$ cat src/rtl/uart_rx_if.sv
// Serial input and byte-side outputs of the 8N1 receiver.
// The receiver drives the byte side; the line owner drives rx.
interface uart_rx_if;
    logic       rx;
    logic [7:0] rxbyte;
    logic       rxdone;
    logic       rxerr;
    logic       busy;

    modport master (
        input  rx,
        output rxbyte,
        output rxdone,
        output rxerr,
        output busy
    );

    modport slave (
        output rx,
        input  rxbyte,
        input  rxdone,
        input  rxerr,
        input  busy
    );
endinterface

$ cat src/rtl/uart_rx.sv
// 8N1 UART receiver with mid-bit sampling, framing-error
// strobe and break recovery.
module uart_rx #(
    parameter int CLKS_PER_BIT = 16
) (
    input  logic      clk,
    input  logic      resetn,
    uart_rx_if.master bus
);

    localparam int H  = CLKS_PER_BIT / 2;
    localparam int CW = $clog2(CLKS_PER_BIT);
    localparam logic [CW-1:0] HALF = CW'(H - 1);
    localparam logic [CW-1:0] LAST = CW'(CLKS_PER_BIT - 1);

    typedef enum logic [2:0] {
        IDLE,
        START,
        DATA,
        STOP,
        BREAK
    } state_t;

    state_t        state, state_n;
    logic          s1, rx_s;
    logic [CW-1:0] cnt, cnt_n;
    logic [2:0]    idx, idx_n;
    logic [7:0]    shreg, shreg_n;
    logic [7:0]    rxbyte_q, byte_n;
    logic          done_q, done_n;
    logic          err_q, err_n;

    // rx is asynchronous: only the second flop is ever used
    always_ff @(posedge clk or negedge resetn) begin
        if (!resetn) begin
            s1   <= 1'b1;
            rx_s <= 1'b1;
        end else begin
            s1   <= bus.rx;
            rx_s <= s1;
        end
    end

    always_ff @(posedge clk or negedge resetn) begin
        if (!resetn) begin
            state    <= IDLE;
            cnt      <= '0;
            idx      <= '0;
            shreg    <= '0;
            rxbyte_q <= '0;
            done_q   <= 1'b0;
            err_q    <= 1'b0;
        end else begin
            state    <= state_n;
            cnt      <= cnt_n;
            idx      <= idx_n;
            shreg    <= shreg_n;
            rxbyte_q <= byte_n;
            done_q   <= done_n;
            err_q    <= err_n;
        end
    end

    always_comb begin
        state_n = state;
        cnt_n   = cnt;
        idx_n   = idx;
        shreg_n = shreg;
        byte_n  = rxbyte_q;
        done_n  = 1'b0;
        err_n   = 1'b0;
        unique case (state)
            IDLE: begin
                if (!rx_s) begin
                    state_n = START;
                    cnt_n   = '0;
                end
            end
            START: begin
                if (cnt == HALF) begin
                    cnt_n   = '0;
                    idx_n   = '0;
                    // a start bit gone high by mid-bit is a glitch
                    state_n = rx_s ? IDLE : DATA;
                end else begin
                    cnt_n = cnt + 1'b1;
                end
            end
            DATA: begin
                if (cnt == LAST) begin
                    cnt_n   = '0;
                    shreg_n = {rx_s, shreg[7:1]};
                    idx_n   = idx + 3'd1;
                    if (idx == 3'd7) begin
                        state_n = STOP;
                    end
                end else begin
                    cnt_n = cnt + 1'b1;
                end
            end
            STOP: begin
                if (cnt == LAST) begin
                    cnt_n = '0;
                    if (rx_s) begin
                        byte_n  = shreg;
                        done_n  = 1'b1;
                        state_n = IDLE;
                    end else begin
                        err_n   = 1'b1;
                        state_n = BREAK;
                    end
                end else begin
                    cnt_n = cnt + 1'b1;
                end
            end
            BREAK: begin
                if (rx_s) begin
                    state_n = IDLE;
                end
            end
            default: begin
                state_n = IDLE;
            end
        endcase
    end

    assign bus.rxbyte = rxbyte_q;
    assign bus.rxdone = done_q;
    assign bus.rxerr  = err_q;
    assign bus.busy   = (state != IDLE);

endmodule

$ cat src/flat_wrapper.sv
// flat-port wrapper written by rule: the top's interface ports become plain ports
module uart_rx_flat 
#(
    parameter int CLKS_PER_BIT = 16
)
  (clk, resetn, bus_rx, bus_rxbyte, bus_rxdone, bus_rxerr, bus_busy);
  uart_rx_if bus_i ();
  input  logic clk;
  input  logic resetn;
  input wire logic [$bits(bus_i.rx)-1:0] bus_rx;
  output wire logic [$bits(bus_i.rxbyte)-1:0] bus_rxbyte;
  output wire logic [$bits(bus_i.rxdone)-1:0] bus_rxdone;
  output wire logic [$bits(bus_i.rxerr)-1:0] bus_rxerr;
  output wire logic [$bits(bus_i.busy)-1:0] bus_busy;
  assign bus_i.rx = bus_rx;
  assign bus_rxbyte = bus_i.rxbyte;
  assign bus_rxdone = bus_i.rxdone;
  assign bus_rxerr = bus_i.rxerr;
  assign bus_busy = bus_i.busy;
  uart_rx #(.CLKS_PER_BIT(CLKS_PER_BIT)) u_core (.clk(clk), .resetn(resetn), .bus(bus_i));
endmodule
$ cat config.mk
export PLATFORM = sky130hd
export DESIGN_NAME = uart_rx_flat
export DESIGN_NICKNAME = d
export VERILOG_FILES = /design/src/rtl/uart_rx_if.sv /design/src/rtl/uart_rx.sv /design/src/flat_wrapper.sv
export SDC_FILE = /design/constraint.sdc
export NUM_CORES = 1
export LEC_CHECK = 0
export CAP_MARGIN = 40
export CORE_UTILIZATION = 54
export CTS_CLUSTER_DIAMETER = 50
export DETAILED_ROUTE_END_ITERATION = 7
export PLACE_DENSITY = 0.88
export SYNTH_ARGS = -nofsm -noshare
export SYNTH_HDL_FRONTEND = slang
export SYNTH_SLANG_ARGS = --single-unit
$ cat constraint.sdc
create_clock -name clk -period 2.2 [get_ports clk]
set_input_delay 0.44 -clock clk [delete_from_list [all_inputs] [get_ports clk]]
set_output_delay 0.44 -clock clk [all_outputs]
set_load 0.01 [all_outputs]
==> results.py, run 1 <==
metrics = {
    "finish": {
        "layout.nets": 120,
        "final_cell_mix": "26 x dfrtp_1, 16 x mux2_2, 13 x clkdlybuf4s50_1, 6 x nor2_1, 5 x clkbuf_4",
        "final_common_cell": "dfrtp_1",
        "diodes": 0,
        "n_fill_cell": 169,
        "fin_util": 0.668,
        "final_cells": 142,
        "drive_above_1_share": 0.307,
        "area_growth_syn_to_layout_pct": 15.2,
    },
    "grt": {
        "grt_use_met3": 0.0536,
        "met1_usage": 0.273,
        "grt_max_degree": 31,
        "grtUsageMet2": 0.325,
        "grt_pass1_vias": 818,
        "grt-ovfl-total": 0,
        "grt.total_usage": 0.209,
        "busiest_layer": "met2",
        "antenna_found_initial": 0,
        "grt_pass1_wl_mm": 3.87,
    },
    "min_path": {
        "hold_class": "flip-flop to flip-flop",
        "holdPathStages": 0,
    },
    "power": {
        "ir_drop_mv": 0.776,
        "p_comb_frac": 0.238,
        "switchingPower_uw": 445,
        "intPower_uw": 901,
        "p_clk_frac": 0.213,
        "swShare": 0.331,
        "power.leakage_uw": 0.000728,
        "pwr-share-seq": 0.549,
        "p_per_area_mw_per_mm2": 895,
    },
    "die": {
        "initial_core_util": 0.579,
        "core_area_mm2": 0.00225,
        "die_y_um": 51.2,
        "die_x_um": 51.2,
        "dieArea_mm2": 0.00262,
        "io_pins": 14,
        "rows": 17,
    },
    "logic_synthesis": {
        "yosys_warnings": 0,
        "yosysSeqAreaShare": 0.577,
        "yosys.area.top_type": "dfrtp_1",
        "syn_area_mm2": 0.00131,
        "synthCells": 97,
        "synth.net_count": 103,
        "ys_top_cells_by_area": "dfrtp_1 54%, mux2_2 14%, dfstp_2 4.0%",
        "synth-seq-cells": 30,
        "avgSynthCellArea_um2": 13.5,
        "netlist-cell-type-count": 35,
        "synth.top_cell.area_share": 0.536,
    },
    "sta": {
        "finClkSkew_ns": 0.0170,
        "rsz0062_at_grt": "no",
        "worstMarginPinSlew_ns": 0.388,
        "period_needed_ns": 2.10,
        "relSlewSlack": 0.735,
        "finalCritPeriodShare": 0.953,
        "tns_ns": 0,
        "final_hold_viol_count": 0,
        "clock.fmax_mhz": 477,
        "slew_violations": 0,
        "finalSetupViolCount": 0,
        "hold_slack_ns": 0.358,
    },
    "setup_path": {
        "crit_chain": "or3_1, clkdlybuf4s50_1",
        "worst-path-buf-inv": 1,
        "cpMaxStageDelayCell": "dfrtp_2",
        "critPathKind": "flip-flop to primary output",
        "crit_family": "flip-flops",
        "path_depth": 2,
        "crit_end": "bus_busy",
        "r2r_start": "u_core.cnt[0]$_DFFE_PN0P_",
        "required_ns": 1.76,
        "critPathMaxFanout": 11,
        "worstPathArrival_ns": 1.66,
        "endpoint_kind": "primary output",
        "worst_setup_path_start_kind": "flip-flop",
        "worstReg2RegEnd": "u_core.bus.rxbyte[5]$_DFFE_PN0P_",
        "critical_path.max_stage_delay_ns": 0.49,
        "reg2reg_slack_ns": 0.48,
        "startpoint": "u_core.state[1]$_DFFE_PN0P_",
        "ff2ff_path_depth": 4,
    },
    "clocking": {
        "cts_tree": "built",
        "cts_inserted_buffers": 5,
        "ctsRootBufferMaster": "clkbuf_4",
        "clkSinkCount": 30,
        "cts_buffer_depth": 2,
        "insertion_delay_ns": 0.31,
        "h-tree-depth": 2,
        "path_clk_slew_ns": 0.09,
    },
    "placement": {
        "gp_congestion": 0.960,
        "port_buffers": 13,
        "dp_hpwl_mm": 1.55,
        "placedCellCount": 135,
    },
    "outcome": {
        "status": "finished clean",
    },
    "job": {
        "drv_cap": 0,
    },
    "detailed_routing": {
        "routedWlPerCell_um": 15.5,
        "num_vias": 829,
        "drt-initial-drc-count": 15,
        "drc": 0,
        "antenna_left": 0,
        "drt-total-wl_mm": 2.20,
        "dr.pass1.iters": 4,
        "vias_per_cell": 5.84,
    },
}
## cells by family (layout without fill, tap and decap cells)
group,count (synthesis),after routing,synth area share
adders and majority gates,3,3,0.0287
AOI/OAI and AO/OA,15,15,0.0910
xor gates and xnor gates,2,2,0.0134
muxes,19,19,0.165
DFF,30,30,0.577
buffers and inverters,7,24,0.0326
and+or+nand+nor,21,21,0.0929
## worst reg2reg max path, cell delays in order (launching register included)
cell	delay [ns]
dfrtp_1	0.40
ha_1	0.27
and4_2	0.28
nand4b_2	0.30
mux2_2	0.38
## power by group through the flow
stage	Clock (µW)	Sequential, µW	Combinational (µW)
2_1_floorplan	0	673	321
3_3_place_gp	0	727	303
3_5_place_dp	0	745	321
4_1_cts	293	732	323
5_1_grt	318	758	360
6_report	286	740	321
## flip-flops by register name, indices dropped and copies added (netlist names)
signal,flops
u_core.shreg,8
u_core.idx,3
u_core.bus.rxdone,1
u_core.state,3
u_core.cnt,4
u_core.bus.rxerr,1
u_core.s1,1
u_core.bus.rxbyte,8
u_core.rx_s,1
## metal layers
layer	wire length (µm)	share of wire
met1	1010	0.46
met2	1070	0.49
met3	80	0.036
met4	30	0.014
met5	0	0
## worst min-delay path by stage
stage	startpoint	to	slack [ns]
floorplan	resetn	u_core.bus.rxbyte[0]$_DFFE_PN0P_	0.14
global placement	u_core.s1$_DFF_PN1_	u_core.rx_s$_DFF_PN1_	0.35
global route	u_core.s1$_DFF_PN1_	u_core.rx_s$_DFF_PN1_	0.37
finish	u_core.s1$_DFF_PN1_	u_core.rx_s$_DFF_PN1_	0.36
CTS	u_core.s1$_DFF_PN1_	u_core.rx_s$_DFF_PN1_	0.36
detailed placement	u_core.s1$_DFF_PN1_	u_core.rx_s$_DFF_PN1_	0.35
## cell usage after synthesis
library cell	number
a2111oi_0	1
a211o_1	1
a211oi_1	1
a21o_1	2
a21oi_1	2
a22o_1	1
a22o_2	2
a311oi_1	1
and2_1	1
and4_2	1
buf_2	1
buf_4	2
buf_6	1
clkbuf_1	2
dfrtp_1	28
dfstp_2	2
ha_1	3
inv_1	1
mux2_2	16
mux2_4	1
mux2i_1	2
nand2_1	3
nand3_1	1
nand3b_1	1
nand4_1	2
nand4b_2	1
nor2_1	6
nor3_1	2
o22ai_1	1
o2bb2ai_1	2
o31ai_1	1
or3_1	2
or3b_1	1
xnor2_1	1
xor2_1	1
## final cells by class
class | instances | area, µm² | area share
clock buffer | 5 | 37.5 | 0.0249
clock inverter | 2 | 10.0 | 0.00665
inverter | 1 | 3.75 | 0.00249
multi-input combinational | 60 | 510 | 0.339
sequential | 30 | 756 | 0.502
tap | 28 | 35.0 | 0.0233
timing repair buffer | 16 | 153 | 0.101
## through the flow
stage               worst slack, ns  power, µW  instance area, µm²
floorplan                     0.643        993                1310
global placement              0.436       1030                1460
detailed placement            0.403       1070                1460
CTS                          0.0527       1350                1500
global route                 0.0473       1440                1510
finish                        0.104       1350                1510
## what timing repair did
item / in CTS / in global routing
setup buffers: 0 / 0
endpoints found under the setup margin: 0 / 1
resized for setup: 0 / 2
hold buffers: 0 / 0
(Power assumes the default switching activity.)
==> run 2: changes to the inputs <==
GPL_ROUTABILITY_DRIVEN = 1   (was unset)
==> results of run 2 <==
The final DEF is identical to that of run 1; final timing and power are the same.
==> run 3: changes to the inputs <==
CORE_ASPECT_RATIO = 1.25   (was unset)
SLEW_MARGIN = 10   (was unset)
==> run 3 against run 2 <==
  * Setup slack got worse by 0.048 ns
  * Register-to-register slack better by 0.02 ns
  * Cell area rose by 0.91%
  * Utilization grew 1.2 points
  * Maximum frequency shrank 2.3%
  * Non-clock buffer count is 1 lower
  * Via count fell by 0.60%
  * Critical path depth unchanged
==> results.py, run 3 (synthesized netlist as in run 1, its figures left out) <==
metrics = {
    "outcome": {
        "status": "finished clean",
    },
    "setup_path": {
        "required_ns": 1.76,
        "endpoint_kind": "primary output",
        "crit_chain": "or3_1, clkdlybuf4s50_1",
        "critPathKind": "flip-flop to primary output",
        "cpMaxStageDelayCell": "dfrtp_2",
        "worst-path-buf-inv": 1,
        "worst_setup_path_start_kind": "flip-flop",
        "critPathMaxFanout": 11,
        "crit_family": "flip-flops",
        "worstPathArrival_ns": 1.70,
        "critical_path.max_stage_delay_ns": 0.50,
    },
    "power": {
        "pwr-share-seq": 0.524,
        "swShare": 0.333,
        "p_clk_frac": 0.247,
        "power.leakage_uw": 0.000724,
        "ir_drop_mv": 0.758,
        "intPower_uw": 941,
        "switchingPower_uw": 470,
        "p_comb_frac": 0.229,
        "p_per_area_mw_per_mm2": 928,
    },
    "placement": {
        "placedCellCount": 137,
        "placed_area_mm2": 0.00145,
        "port_buffers": 13,
        "gp_congestion": 0.756,
        "pre_cts_ws_ns": 0.387,
        "dp_hpwl_mm": 1.50,
    },
    "sta": {
        "final_hold_viol_count": 0,
        "hold_slack_ns": 0.360,
        "finalSetupViolCount": 0,
        "clock.fmax_mhz": 466,
        "worstMarginPinSlew_ns": 0.419,
        "period_needed_ns": 2.14,
        "rsz0062_at_grt": "no",
        "finalCritPeriodShare": 0.975,
        "finalWorstSetupSlack_ns": 0.0558,
        "slew_violations": 0,
        "relSlewSlack": 0.714,
        "finClkSkew_ns": 0.0154,
        "tns_ns": 0,
    },
    "detailed_routing": {
        "drt-total-wl_mm": 2.19,
        "drc": 0,
        "antenna_left": 0,
        "num_vias": 824,
        "routedWlPerCell_um": 15.1,
        "drt-initial-drc-count": 9,
        "vias_per_cell": 5.68,
        "dr.pass1.iters": 4,
    },
    "clocking": {
        "cts_tree": "built",
        "cts_buffer_depth": 2,
        "insertion_delay_ns": 0.34,
        "cts_setup_buffers": 0,
        "holdBufCountCts": 0,
        "clkSinkCount": 30,
        "ctsRootBufferMaster": "clkbuf_4",
        "cts-resized-gates": 0,
        "h-tree-depth": 2,
        "cts_inserted_buffers": 5,
        "path_clk_slew_ns": 0.10,
    },
    "finish": {
        "final_common_cell": "dfrtp_1",
        "final_cells": 145,
        "layout.nets": 119,
        "design_area_mm2": 0.00152,
        "n_fill_cell": 181,
        "area_growth_syn_to_layout_pct": 16.3,
        "drive_above_1_share": 0.316,
        "diodes": 0,
        "final_cell_mix": "25 x dfrtp_1, 16 x mux2_2, 13 x clkdlybuf4s50_1, 6 x nor2_1, 5 x clkbuf_4",
    },
    "grt": {
        "grt_pass1_wl_mm": 3.71,
        "antenna_found_initial": 0,
        "grt.total_usage": 0.207,
        "grt-ovfl-total": 0,
        "grt_max_degree": 31,
        "grt_pass1_vias": 827,
    },
    "die": {
        "io_pins": 14,
        "initial_core_util": 0.585,
        "dieArea_mm2": 0.00262,
        "core_area_mm2": 0.00223,
        "die_y_um": 57.0,
        "die_x_um": 46.0,
        "rows": 19,
    },
    "min_path": {
        "hold_class": "flip-flop to flip-flop",
    },
    "job": {
        "drv_cap": 0,
    },
}
==> run 3: area by class of cell <==
class,count,area [µm²],area share
Sequential cell,30,757,0.498
Multi-Input combinational cell,60,510,0.336
Timing Repair Buffer,15,145,0.0956
Clock buffer,6,51.3,0.0338
Tap cell,31,38.8,0.0255
Clock inverter,2,12.5,0.00824
Inverter,1,3.75,0.00247
==> run 3: through the flow <==
step / util / total power [µW]
3_3_place_gp: 0.649 / 1030
6_report: 0.680 / 1410
5_1_grt: 0.680 / 1500
3_5_place_dp: 0.649 / 1060
4_1_cts: 0.678 / 1410
2_1_floorplan: - / 993
==> run 3: worst paths after layout <==
check	startpoint	endpoint	slack, ns	depth (start not counted)
setup / recovery	u_core.state[1]$_DFFE_PN0P_	bus_busy	0.06	2
hold / removal	u_core.s1$_DFF_PN1_	u_core.rx_s$_DFF_PN1_	0.36	0
min in group asynchronous	resetn	u_core.state[1]$_DFFE_PN0P_	0.46	2
max in group asynchronous	resetn	u_core.s1$_DFF_PN1_	1.41	2
setup reg to reg	u_core.cnt[0]$_DFFE_PN0P_	u_core.bus.rxbyte[4]$_DFFE_PN0P_	0.50	4
hold reg to reg	u_core.s1$_DFF_PN1_	u_core.rx_s$_DFF_PN1_	0.36	0
==> run 3: metal layers <==
| metal | GRT usage | up-vias | routed length, µm |
|---|---|---|---|
| li1 | - | 385 | - |
| met1 | 0.249 | 415 | 931 |
| met2 | 0.298 | 16 | 1090 |
| met3 | 0.0918 | 8 | 101 |
| met4 | 0.130 | 0 | 65 |
| met5 | 0 | - | 0 |
==> run 3: worst reg2reg max path, cell delays in order, from the launching register on <==
cell and delay [ns]:
dfrtp_1 0.39, ha_1 0.27, and4_2 0.28, nand4b_2 0.29, mux2_2 0.37
==> run 3: power groups by stage <==
stage | clock network (µW) | registers (µW) | logic [µW]
2_1_floorplan | 0 | 673 | 321
3_3_place_gp | 0 | 729 | 302
3_5_place_dp | 0 | 744 | 318
4_1_cts | 358 | 733 | 323
5_1_grt | 383 | 754 | 360
6_report | 348 | 740 | 323
